==> src/rtl/sync_packet_pkg.sv <==
// Shared constants, SPI edge bundle and frame-match helper for the sync packet receiver.
package sync_packet_pkg;

  localparam int FRAME_LEN = 63;

  localparam int SYNC0_HI = 62;
  localparam int SYNC0_LO = 58;
  localparam int SYNC1_HI = 36;
  localparam int SYNC1_LO = 32;
  localparam int SYNC2_HI = 8;
  localparam int SYNC2_LO = 0;

  localparam int BYTE_W    = 8;
  localparam int NUM_BYTES = 8;
  localparam int BUF_W     = BYTE_W * NUM_BYTES;
  localparam int PTR_W     = $clog2(NUM_BYTES);
  localparam int BIT_CNT_W = 4;

  localparam logic [BIT_CNT_W-1:0] BITS_FULL = BIT_CNT_W'(BYTE_W);

  localparam logic [BYTE_W-1:0] RST_PTR_CMD_DEF     = 8'h5A;
  localparam int                SCK_SYNC_STAGES_DEF = 2;

  typedef logic [PTR_W-1:0] ptr_t;

  typedef struct packed {
    logic cs_fall;
    logic cs_rise;
    logic sck_rise;
    logic sck_fall;
  } spi_edges_t;

  // Payload bits between the sync fields are ignored.
  function automatic logic frame_match(input logic [FRAME_LEN-1:0] f);
    return (&f[SYNC0_HI:SYNC0_LO]) & (&f[SYNC1_HI:SYNC1_LO]) & (&f[SYNC2_HI:SYNC2_LO]);
  endfunction

endpackage

==> src/rtl/sync_packet_spi_top_spi_slave_byte.sv <==
// SPI mode-0 slave byte engine: input synchronizers, edge detection, bit counter,
// tx/rx shifters and an end-of-byte pulse on CS release after a full byte.
module spi_slave_byte
  import sync_packet_pkg::*;
#(
  parameter int SYNC_STAGES = SCK_SYNC_STAGES_DEF
) (
  input  logic              clk,
  input  logic              rst,
  input  logic              cs,
  input  logic              sck,
  input  logic              mosi,
  input  logic [BYTE_W-1:0] tx_byte,
  output logic              miso,
  output logic              byte_done,
  output logic [BYTE_W-1:0] rx_byte
);

  logic [SYNC_STAGES-1:0] cs_sync;
  logic [SYNC_STAGES-1:0] sck_sync;
  logic [SYNC_STAGES-1:0] mosi_sync;
  logic                   cs_d;
  logic                   sck_d;
  logic                   cs_s;
  logic                   sck_s;
  logic                   mosi_s;
  spi_edges_t             edges;

  logic [BYTE_W-1:0]    tx_sh;
  logic [BYTE_W-1:0]    rx_sh;
  logic [BIT_CNT_W-1:0] bit_cnt;

  // Synchronizers idle at CS high / SCK low so release never fakes an edge.
  always_ff @(posedge clk or posedge rst) begin
    if (rst) begin
      cs_sync   <= '1;
      sck_sync  <= '0;
      mosi_sync <= '0;
      cs_d      <= 1'b1;
      sck_d     <= 1'b0;
    end else begin
      cs_sync   <= {cs_sync[SYNC_STAGES-2:0], cs};
      sck_sync  <= {sck_sync[SYNC_STAGES-2:0], sck};
      mosi_sync <= {mosi_sync[SYNC_STAGES-2:0], mosi};
      cs_d      <= cs_sync[SYNC_STAGES-1];
      sck_d     <= sck_sync[SYNC_STAGES-1];
    end
  end

  assign cs_s   = cs_sync[SYNC_STAGES-1];
  assign sck_s  = sck_sync[SYNC_STAGES-1];
  assign mosi_s = mosi_sync[SYNC_STAGES-1];

  always_comb begin
    edges          = '0;
    edges.cs_fall  = cs_d & ~cs_s;
    edges.cs_rise  = ~cs_d & cs_s;
    edges.sck_rise = ~sck_d & sck_s & ~cs_s;
    edges.sck_fall = sck_d & ~sck_s & ~cs_s;
  end

  always_ff @(posedge clk or posedge rst) begin
    if (rst) begin
      tx_sh   <= '0;
      rx_sh   <= '0;
      bit_cnt <= '0;
    end else if (edges.cs_fall) begin
      tx_sh   <= tx_byte;
      rx_sh   <= '0;
      bit_cnt <= '0;
    end else begin
      if (edges.sck_rise) begin
        rx_sh <= {rx_sh[BYTE_W-2:0], mosi_s};
        if (bit_cnt != '1)
          bit_cnt <= bit_cnt + 1'b1;
      end
      // The first bit is presented from CS fall, so only seven shifts are needed.
      if (edges.sck_fall && (bit_cnt != '0) && (bit_cnt < BITS_FULL))
        tx_sh <= {tx_sh[BYTE_W-2:0], 1'b0};
    end
  end

  assign miso      = cs_s ? 1'b0 : tx_sh[BYTE_W-1];
  assign byte_done = edges.cs_rise & (bit_cnt >= BITS_FULL);
  assign rx_byte   = rx_sh;

endmodule

==> src/rtl/sync_packet_spi_top.sv <==
// Bit-serial frame receiver with sync-field match, frame snapshot and SPI byte read-out.
// Optional build macro PKT_REC_STICKY_EN: pkt_rec holds until all snapshot bytes are read.
module sync_packet_spi_top #(
  parameter int          FRAME_LEN       = sync_packet_pkg::FRAME_LEN,
  parameter int          SCK_SYNC_STAGES = sync_packet_pkg::SCK_SYNC_STAGES_DEF,
  parameter logic [7:0]  RST_PTR_CMD     = sync_packet_pkg::RST_PTR_CMD_DEF
) (
  input  logic clk,
  input  logic rst,
  input  logic din,
  input  logic sh_en,
  input  logic CS,
  input  logic SCK,
  input  logic MOSI,
  output logic MISO,
  output logic pkt_rec
);

  import sync_packet_pkg::*;

  logic [FRAME_LEN-1:0] frame;
  logic                 match_c;
  logic                 match_q;
  logic                 snap;
  logic [BUF_W-1:0]     tx_buf;
  ptr_t                 ptr;
  logic [BYTE_W-1:0]    tx_byte;
  logic [BYTE_W-1:0]    rx_byte;
  logic                 byte_done;
  logic                 rewind;
  logic                 ptr_wrap;

  always_ff @(posedge clk or posedge rst) begin
    if (rst)
      frame <= '0;
    else if (sh_en)
      frame <= {frame[FRAME_LEN-2:0], din};
  end

  assign match_c = frame_match(frame);
  assign snap    = match_c & ~match_q;

  always_ff @(posedge clk or posedge rst) begin
    if (rst)
      match_q <= 1'b0;
    else
      match_q <= match_c;
  end

  assign rewind   = (rx_byte == RST_PTR_CMD);
  assign ptr_wrap = byte_done & ~snap & ~rewind & (ptr == PTR_W'(NUM_BYTES - 1));

  // A fresh snapshot takes priority over a byte completing on the same edge.
  always_ff @(posedge clk or posedge rst) begin
    if (rst) begin
      tx_buf <= '0;
      ptr    <= '0;
    end else if (snap) begin
      tx_buf <= {frame, 1'b0};
      ptr    <= '0;
    end else if (byte_done) begin
      ptr <= rewind ? '0 : ptr + 1'b1;
    end
  end

  always_comb begin
    tx_byte = '0;
    for (int i = 0; i < NUM_BYTES; i++)
      if (ptr == PTR_W'(i))
        tx_byte = tx_buf[(NUM_BYTES-1-i)*BYTE_W +: BYTE_W];
  end

  spi_slave_byte #(
    .SYNC_STAGES(SCK_SYNC_STAGES)
  ) u_spi (
    .clk      (clk),
    .rst      (rst),
    .cs       (CS),
    .sck      (SCK),
    .mosi     (MOSI),
    .tx_byte  (tx_byte),
    .miso     (MISO),
    .byte_done(byte_done),
    .rx_byte  (rx_byte)
  );

`ifdef PKT_REC_STICKY_EN
  logic pkt_sticky;

  always_ff @(posedge clk or posedge rst) begin
    if (rst)
      pkt_sticky <= 1'b0;
    else if (match_c)
      pkt_sticky <= 1'b1;
    else if (ptr_wrap)
      pkt_sticky <= 1'b0;
  end

  assign pkt_rec = pkt_sticky;
`else
  logic unused_wrap;
  assign unused_wrap = ptr_wrap;
  assign pkt_rec     = match_q;
`endif

endmodule

==> config.mk <==
export PLATFORM = sky130hd
export DESIGN_NAME = sync_packet_spi_top
export DESIGN_NICKNAME = d
export VERILOG_FILES = /design/src/rtl/sync_packet_pkg.sv /design/src/rtl/sync_packet_spi_top_spi_slave_byte.sv /design/src/rtl/sync_packet_spi_top.sv
export SDC_FILE = /design/constraint.sdc
export NUM_CORES = 1
export LEC_CHECK = 0
export ABC_AREA = 1
export CORE_MARGIN = 5
export CORE_UTILIZATION = 49
export CTS_CLUSTER_SIZE = 28
export DETAILED_ROUTE_END_ITERATION = 10
export PLACE_DENSITY = 0.68
export SETUP_SLACK_MARGIN = 0.4
export SYNTH_ARGS = -nofsm -noshare
export SYNTH_HDL_FRONTEND = slang
export SYNTH_SLANG_ARGS = --single-unit
==> constraint.sdc <==
create_clock -name clk -period 7 [get_ports clk]
set_input_delay 0.7 -clock clk [delete_from_list [all_inputs] [get_ports clk]]
set_output_delay 0.7 -clock clk [all_outputs]
set_load 0.05 [all_outputs]
==> results.cfg, run 1 <==
[status]
outcome = finished, final reports clean

[route]
post_drt_wl_per_cell_um = 12.9
vias = 4724
drtPass1Iterations = 6
avgViaCountPerCell = 5.01
drtIter0Drc = 338
drcViolationCount = 0
drt-total-wl_mm = 12.2
antenna_left = 0

[clocking]
cts-root-buf = clkbuf_16
clockBufferDepth = 2
cts_buffers = 17
cts_tree = done
clock_sinks = 158
clk_latency_ns = 0.42
htree_levels = 4
cts_resized = 0
cts_setup_buffers = 0
holdBufCountCts = 0
clk_pin_slew_ns = 0.06

[placed_design]
port-buffer-count = 8
place_area_mm2 = 0.00693
hpwl_mm = 8.15
place_congestion = 0.813
dp_cells = 910

[synth]
synth_top_area_share = 0.570
synth_edf_count = 0
synthCells = 755
ys_ff_latch = 158
avgSynthCellArea_um2 = 9.02
synthFlopType = dfrtp_1
synth_top_cells_by_area = dfrtp_1, nand2_1, o21ai_0
yosys.area.top_type = dfrtp_1
syn_nets = 770
synth_warnings = 0
synthDistinctLibCells = 32
syn_area_mm2 = 0.00681
ys_seq_area_frac = 0.581
synthArstFlopShare = 1.00

[pwr]
totalPowerFinal_mw = 2.17
p_leak_nw = 3.70
p_per_area_mw_per_mm2 = 286
p_int_mw = 1.68
peakVddDrop_mv = 0.169
power_frac_clock = 0.466
p_switching_mw = 0.484
power_frac_seq = 0.470
pwr-share-comb = 0.064
sw_frac_of_total = 0.223

[sta]
relSlewSlack = 0.310
finalCritPeriodShare = 0.355
maxSlewViolCount = 0
finalSetupViolCount = 0
finalClockSkew_ns = 0.00540
tightest_slew_ns = 1.03
setup-tns-final_ns = 0
max_freq_mhz = 403
final.min_clock_period_ns = 2.48
rsz0062_at_grt = false
hold_viol = 0

[finish]
drive_above_1_share = 0.122
layout_commonest_cell = nand2_1
area_growth_pct = 11.4
finalInstanceArea_mm2 = 0.00759
num_antenna_cells = 0
mostFrequentLayoutCells = nand2_1, dfrtp_1, inv_1
fin_nets = 764
final_cells = 942

[floorplan]
core-area_mm2 = 0.0138
io-pin-count = 9
die_h_um = 128
initial_utilization = 0.494
fp.dieW_um = 128
die_area_mm2 = 0.0164
row_count = 43

[critical_path]
cp_num_cells = 7
crit_start = frame[1]
end_kind = flop
critPathMaxStageDelay_ns = 0.57
crit_path_cell_trace = nand4_1, nor2_1, nor4b_4, nand2_4, buf_4, inv_1, or2_2
required_ns = 7.30
critPathKind = reg -> reg
cp.arrival_ns = 2.79
slowest_stage = buf_4
crit_end = tx_buf[36]
r2r_end = tx_buf[36]
r2r_start = frame[1]
crit_fanout = 48
rr_worst_depth = 7
crit_family = simple AND/OR/NAND/NOR gates
reg2reg_slack_ns = 4.52
critPathBufInv = 2
worstSetupStartpointType = flop

[global_route]
first_global_vias = 4661
grt_pass1_wl_mm = 21.8
antenna_found_initial = 0
grt_max_degree = 126
track_usage = 0.165
grt_overflow = 0

[hold_path]
worstHoldPathType = reg -> reg

[job]
cap_violations = 0
-- registers in the layout, summed over array words and instances (netlist names) --
signal,count
u_spi.bit_cnt,4
u_spi.cs_sync,2
ptr,3
u_spi.sck_d,1
u_spi.sck_sync,2
frame,63
pkt_rec,1
u_spi.rx_byte,8
u_spi.mosi_sync,2
u_spi.cs_d,1
tx_buf,63
u_spi.tx_sh,8
-- synthesized netlist by cell type, types with 6 or more instances --
| cell type | number |
|---|---|
| nand3_1 | 47 |
| buf_6 | 9 |
| o21ai_0 | 70 |
| nand4_1 | 6 |
| nor2_1 | 55 |
| ha_1 | 8 |
| nand2_1 | 181 |
| dfrtp_1 | 155 |
| o21ai_1 | 16 |
| inv_1 | 88 |
| or2_2 | 22 |
| clkbuf_1 | 14 |
| a21oi_1 | 21 |
| o21ai_2 | 25 |
-- metrics by stage --
step                      hold slack, ns  setup slack [ns]  utilization
final                              0.342              4.52        0.551
after global routing               0.359              4.26        0.551
after CTS                          0.344              4.50        0.551
after detailed placement           0.337              4.32        0.503
after global placement             0.334              4.39        0.503
after floorplan                    0.331              2.04            -
-- routing by layer --
layer	GRT usage	part of all wire	wire length, µm	up-vias
li1	-	-	-	2376
met3	0.0392	0.028	343	27
met2	0.256	0.47	5700	59
met5	0	0	0	-
met1	0.224	0.48	5850	2262
met4	0.0674	0.024	292	0
-- cell families after synthesis --
group / share of synthesized area
compound gates: 0.119
simple gates: 0.202
buf+inv: 0.0816
fa+ha+maj: 0.0147
flops: 0.581
mux: 0.00165
-- area by class of cell --
class | count | area (µm²)
clock inverters | 10 | 184
repair buffers | 10 | 92.6
fillers | 1239 | 6190
clock buffers | 22 | 474
inverters | 92 | 350
multi-input cells | 470 | 2300
flip-flops and latches | 158 | 3960
well taps | 180 | 225
-- power groups by stage --
| stage | Clock [mW] | Sequential (mW) | Combinational [mW] |
|---|---|---|---|
| final | 1.01 | 1.02 | 0.138 |
| after global routing | 1.07 | 1.03 | 0.165 |
| after CTS | 1.03 | 1.02 | 0.142 |
| after detailed placement | 0 | 1.04 | 0.141 |
| after global placement | 0 | 1.03 | 0.134 |
| after floorplan | 0 | 1.03 | 0.108 |
-- worst min path at each step --
stage,cells after the start,startpoint,end
3_3_place_gp,0,u_spi.mosi_sync[0],u_spi.mosi_sync[1]
5_1_grt,0,u_spi.cs_sync[0],u_spi.cs_sync[1]
4_1_cts,0,u_spi.mosi_sync[0],u_spi.mosi_sync[1]
2_1_floorplan,0,u_spi.mosi_sync[0],u_spi.mosi_sync[1]
3_5_place_dp,0,u_spi.sck_sync[0],u_spi.sck_sync[1]
6_report,0,u_spi.mosi_sync[0],u_spi.mosi_sync[1]
-- worst register-to-register path, stage by stage, from the launching register on --
cell,delay (ns)
dfrtp_1,0.39
nand4_1,0.10
nor2_1,0.06
nor4b_4,0.14
nand2_4,0.35
buf_4,0.58
inv_1,0.39
or2_2,0.37
(Power assumes the default switching activity.)
==> run 2: changes to the inputs <==
==> constraint.sdc (replaced) <==
create_clock -name clk -period 2.57 [get_ports clk]
set_input_delay 0.257 -clock clk [delete_from_list [all_inputs] [get_ports clk]]
set_output_delay 0.257 -clock clk [all_outputs]
set_load 0.05 [all_outputs]
==> results.cfg, run 2 (same netlist as run 1, synthesis figures left out) <==
[global_route]
grt_max_degree = 62
grt_pass1_wl_mm = 22.9
track_usage = 0.174
antenna_found_initial = 0
grt_overflow = 0
first_global_vias = 4763

[pwr]
totalPowerFinal_mw = 5.67
sw_frac_of_total = 0.229
p_switching_mw = 1.30
p_leak_nw = 3.74
pwr-share-comb = 0.070
power_frac_clock = 0.439
power_frac_seq = 0.491
p_int_mw = 4.37
peakVddDrop_mv = 0.455
p_per_area_mw_per_mm2 = 738

[floorplan]
die_h_um = 128
die_area_mm2 = 0.0164
io-pin-count = 9
fp.dieW_um = 128
core-area_mm2 = 0.0138
row_count = 43
initial_utilization = 0.494

[clocking]
clockBufferDepth = 2
cts_resized = 0
cts_buffers = 17
clock_sinks = 158
cts_tree = done
cts_setup_buffers = 0
holdBufCountCts = 0
htree_levels = 4
clk_pin_slew_ns = 0.06
clk_latency_ns = 0.42
cts-root-buf = clkbuf_16

[critical_path]
reg2reg_slack_ns = 0.62
cp.arrival_ns = 1.77
slowest_stage = clkdlybuf4s50_1
end_kind = primary output
r2r_start = ptr[0]
r2r_end = u_spi.tx_sh[5]
crit_end = MISO
rr_worst_depth = 12
crit_path_cell_trace = nor2_1, clkdlybuf4s50_1
crit_fanout = 6
critPathMaxStageDelay_ns = 0.70
required_ns = 2.31
worstSetupStartpointType = flop
crit_start = u_spi.cs_sync[1]
cp_num_cells = 2
critPathBufInv = 1
critPathKind = reg -> out
crit_family = buffers and inverters

[sta]
finalSetupViolCount = 0
max_freq_mhz = 493
final.min_clock_period_ns = 2.03
tightest_slew_ns = 0.834
finalCritPeriodShare = 0.789
setup_ws_ns = 0.542
relSlewSlack = 0.443
rsz0062_at_grt = false
finalClockSkew_ns = 0.00748
setup-tns-final_ns = 0
hold_viol = 0
maxSlewViolCount = 0

[route]
vias = 4724
drtIter0Drc = 329
avgViaCountPerCell = 4.97
drcViolationCount = 0
drtPass1Iterations = 4
antenna_left = 0
drt-total-wl_mm = 12.6
post_drt_wl_per_cell_um = 13.3

[status]
outcome = finished, final reports clean

[finish]
num_antenna_cells = 0
fin_nets = 774
drive_above_1_share = 0.132
fill_cells = 1239
final_util = 0.558
top_regs = frame: 63 flops, tx_buf: 63 flops
mostFrequentLayoutCells = nand2_1, dfrtp_1, inv_1
layout_commonest_cell = nand2_1
multi_input_area_mm2 = 0.00231
regArea_mm2 = 0.00396
area_growth_pct = 12.8

[placed_design]
hpwl_mm = 8.71
place_congestion = 0.839
pre_cts_ws_ns = 0.541
port-buffer-count = 8

[job]
cap_violations = 0

[hold_path]
worstHoldPathType = in -> reg
hold_start = CS
[run 2: power groups by stage]
stage               sequential (mW)  clock, mW  combinational, mW
floorplan                      2.80          0              0.295
global placement               2.82          0              0.391
detailed placement             2.82          0              0.408
CTS                            2.78       2.55              0.410
global route                   2.81       2.67              0.473
finish                         2.78       2.49              0.398
[run 2: worst min-delay path by stage]
stage / to / slack [ns] / cells after the start
after global placement: u_spi.mosi_sync[1] / 0.33 / 0
after global routing: u_spi.cs_sync[0] / 0.23 / 1
after floorplan: u_spi.cs_sync[0] / 0.26 / 0
final: u_spi.cs_sync[0] / 0.25 / 1
after CTS: u_spi.cs_sync[0] / 0.22 / 1
after detailed placement: u_spi.mosi_sync[1] / 0.34 / 0
[run 2: worst register-to-register path: cells and delay by family (launching register included)]
family        cells  cell delay, ns
simple gates     10            1.11
flops             1            0.41
fa+ha+maj         1            0.21
buf+inv           1            0.12
[run 2: cell type report]
cell class                 instances  area share
sequential                       158       0.515
inverter                          92      0.0460
timing repair buffer              20      0.0332
clock inverter                     7      0.0147
tap                              180      0.0293
clock buffer                      23      0.0609
multi-input combinational        470       0.300
[run 2: per-layer routing]
layer / vias to the layer above / GRT usage / part of all wire
met5: - / 0 / 0
met4: 0 / 0.0556 / 0.012
met3: 13 / 0.0496 / 0.030
met2: 56 / 0.264 / 0.47
met1: 2267 / 0.242 / 0.49
li1: 2388 / - / -
[run 2: per-stage QoR]
step,hold slack [ns],instances,instance area [µm²]
2_1_floorplan,0.261,755,6810
3_3_place_gp,0.332,920,7090
3_5_place_dp,0.336,920,7090
4_1_cts,0.222,950,7670
5_1_grt,0.232,950,7680
6_report,0.249,950,7680
==> run 3: changes to the inputs <==
--- a/config.mk
+++ b/config.mk
@@ -10,7 +10,7 @@
 export CORE_UTILIZATION = 49
 export CTS_CLUSTER_SIZE = 28
 export DETAILED_ROUTE_END_ITERATION = 10
-export PLACE_DENSITY = 0.68
+export PLACE_DENSITY = 0.7
 export SETUP_SLACK_MARGIN = 0.4
 export SYNTH_ARGS = -nofsm -noshare
 export SYNTH_HDL_FRONTEND = slang
==> constraint.sdc (replaced) <==
create_clock -name clk -period 1.7 [get_ports clk]
set_input_delay 0.17 -clock clk [delete_from_list [all_inputs] [get_ports clk]]
set_output_delay 0.17 -clock clk [all_outputs]
set_load 0.05 [all_outputs]
==> results.cfg, run 3 (same netlist as run 1, synthesis figures left out) <==
[critical_path]
crit_family = simple AND/OR/NAND/NOR gates
worstSetupStartpointType = flop
critPathMaxStageDelay_ns = 0.46
critPathKind = reg -> reg
slowest_stage = dfrtp_2
end_kind = flop
crit_fanout = 8
path_common_cell = nand2_1
required_ns = 2.05
crit_path_cell_trace = inv_4, ha_4, inv_2, nor2_4, nand2_1, nand3_2, nand3_1, nand2_1, nand2_1, nand2_2, nand2_1, nand2_1, nand2_1, a21oi_1
cp.arrival_ns = 2.17
critPathBufInv = 2

[global_route]
grt_overflow = 0
first_global_vias = 5352
antenna_found_initial = 0
grt_pass1_wl_mm = 25.8
track_usage = 0.199
grt_max_degree = 53

[pwr]
sw_frac_of_total = 0.241
peakVddDrop_mv = 0.639
p_per_area_mw_per_mm2 = 956
p_leak_nw = 4.37
power_frac_seq = 0.478
p_int_mw = 6.69
p_switching_mw = 2.12
totalPowerFinal_mw = 8.81
pwr-share-comb = 0.085
power_frac_clock = 0.437

[clocking]
cts_tree = done
clk_latency_ns = 0.43
cts-root-buf = clkbuf_16
clockBufferDepth = 2
clock_sinks = 158
clk_pin_slew_ns = 0.06
htree_levels = 4
cts_buffers = 17
holdBufCountCts = 0

[placed_design]
dp_cells = 935
pre_cts_ws_ns = -0.00751
place_area_mm2 = 0.00740
port-buffer-count = 8
hpwl_mm = 9.20
place_congestion = 0.918

[finish]
top_regs = frame: 63 flops, tx_buf: 63 flops
finalInstanceArea_mm2 = 0.00921
area_growth_pct = 35.3
drive_above_1_share = 0.344
num_antenna_cells = 0
fin_nets = 839
layout_commonest_cell = dfrtp_1
final_cells = 1016
mostFrequentLayoutCells = dfrtp_1, nand2_1, inv_1

[route]
drtPass1Iterations = 5
post_drt_wl_per_cell_um = 16.5
vias = 5386
drcViolationCount = 0
avgViaCountPerCell = 5.30
drt-total-wl_mm = 16.8
antenna_left = 0
drtIter0Drc = 511

[status]
violations = setup timing
outcome = finished with violations

[floorplan]
die_h_um = 128
die_area_mm2 = 0.0164
io-pin-count = 9
fp.dieW_um = 128
initial_utilization = 0.494
row_count = 43
core-area_mm2 = 0.0138

[sta]
relSlewSlack = 0.590
hold_viol = 0
finalSetupViolCount = 24
finalCritPeriodShare = 1.07
hold_slack_ns = 0.142
rsz0062_at_grt = true
maxSlewViolCount = 0
final.min_clock_period_ns = 1.81
setup_ws_ns = -0.114
finalClockSkew_ns = 0.00748
max_freq_mhz = 551
tightest_slew_ns = 0.613

[hold_path]
worstHoldPathType = in -> reg

[job]
cap_violations = 0
[run 3: cell types whose count changed in the layout (fill, tap and decap cells not counted), sizes merged]
cell,delta
inv,-1
nand2,+1
clkdlybuf4s50,-2
clkinv,+4
clkinvlp,+1
buf,+63
[run 3: final cells by class]
| type | instances | area, µm² |
|---|---|---|
| inverter | 92 | 382 |
| tap | 180 | 225 |
| clock buffer | 20 | 457 |
| fill | 987 | 4560 |
| sequential | 158 | 3960 |
| multi-input combinational | 471 | 2900 |
| timing repair buffer | 84 | 1150 |
| clock inverter | 11 | 141 |
[run 3: routing by layer]
layer,routed length (µm),share of wire,GRT usage
met3,544,0.032,0.0492
met4,415,0.025,0.0780
met5,0,0,0
met2,8790,0.52,0.337
met1,7050,0.42,0.245
[run 3: worst paths after layout]
kind	start	end	slack [ns]	cells after the start
worst max-delay path	ptr[0]	u_spi.tx_sh[7]	-0.11	14
worst min-delay path	sh_en	frame[43]	0.14	3
worst max register to register	ptr[0]	u_spi.tx_sh[7]	-0.11	14
worst min register to register	u_spi.sck_sync[0]	u_spi.sck_sync[1]	0.35	0
max in group asynchronous	rst	u_spi.cs_d	0.96	3
min in group asynchronous	rst	tx_buf[63]	0.17	2
[run 3: timing repair]
action / CTS / global route
buffers inserted: 22 / 13
pin swaps: 12 / 30
gates resized for setup: 73 / 101
endpoints found under the setup margin: 87 / 86
cloned: 11 / 4
[run 3: power by group through the flow]
stage	logic (mW)	clock network, mW	registers (mW)
final	0.753	3.85	4.21
after global routing	0.856	4.05	4.24
after CTS	0.714	3.89	4.20
after detailed placement	0.640	0	4.27
after global placement	0.603	0	4.26
after floorplan	0.448	0	4.23
[run 3: worst reg2reg max path, stage by stage (launching register included)]
cell     delay, ns
dfrtp_2       0.46
inv_4         0.10
ha_4          0.14
inv_2         0.04
nor2_4        0.16
nand2_1       0.11
nand3_2       0.07
nand3_1       0.12
nand2_1       0.11
nand2_1       0.07
nand2_2       0.07
nand2_1       0.06
nand2_1       0.06
nand2_1       0.05
a21oi_1       0.12
[run 3: stage by stage]
| stage | util | setup TNS, ns |
|---|---|---|
| 2_1_floorplan | - | -72.60 |
| 4_1_cts | 0.630 | 0 |
| 6_report | 0.669 | -0.565 |
| 3_3_place_gp | 0.537 | 0 |
| 3_5_place_dp | 0.537 | -0.00789 |
| 5_1_grt | 0.669 | -4.93 |
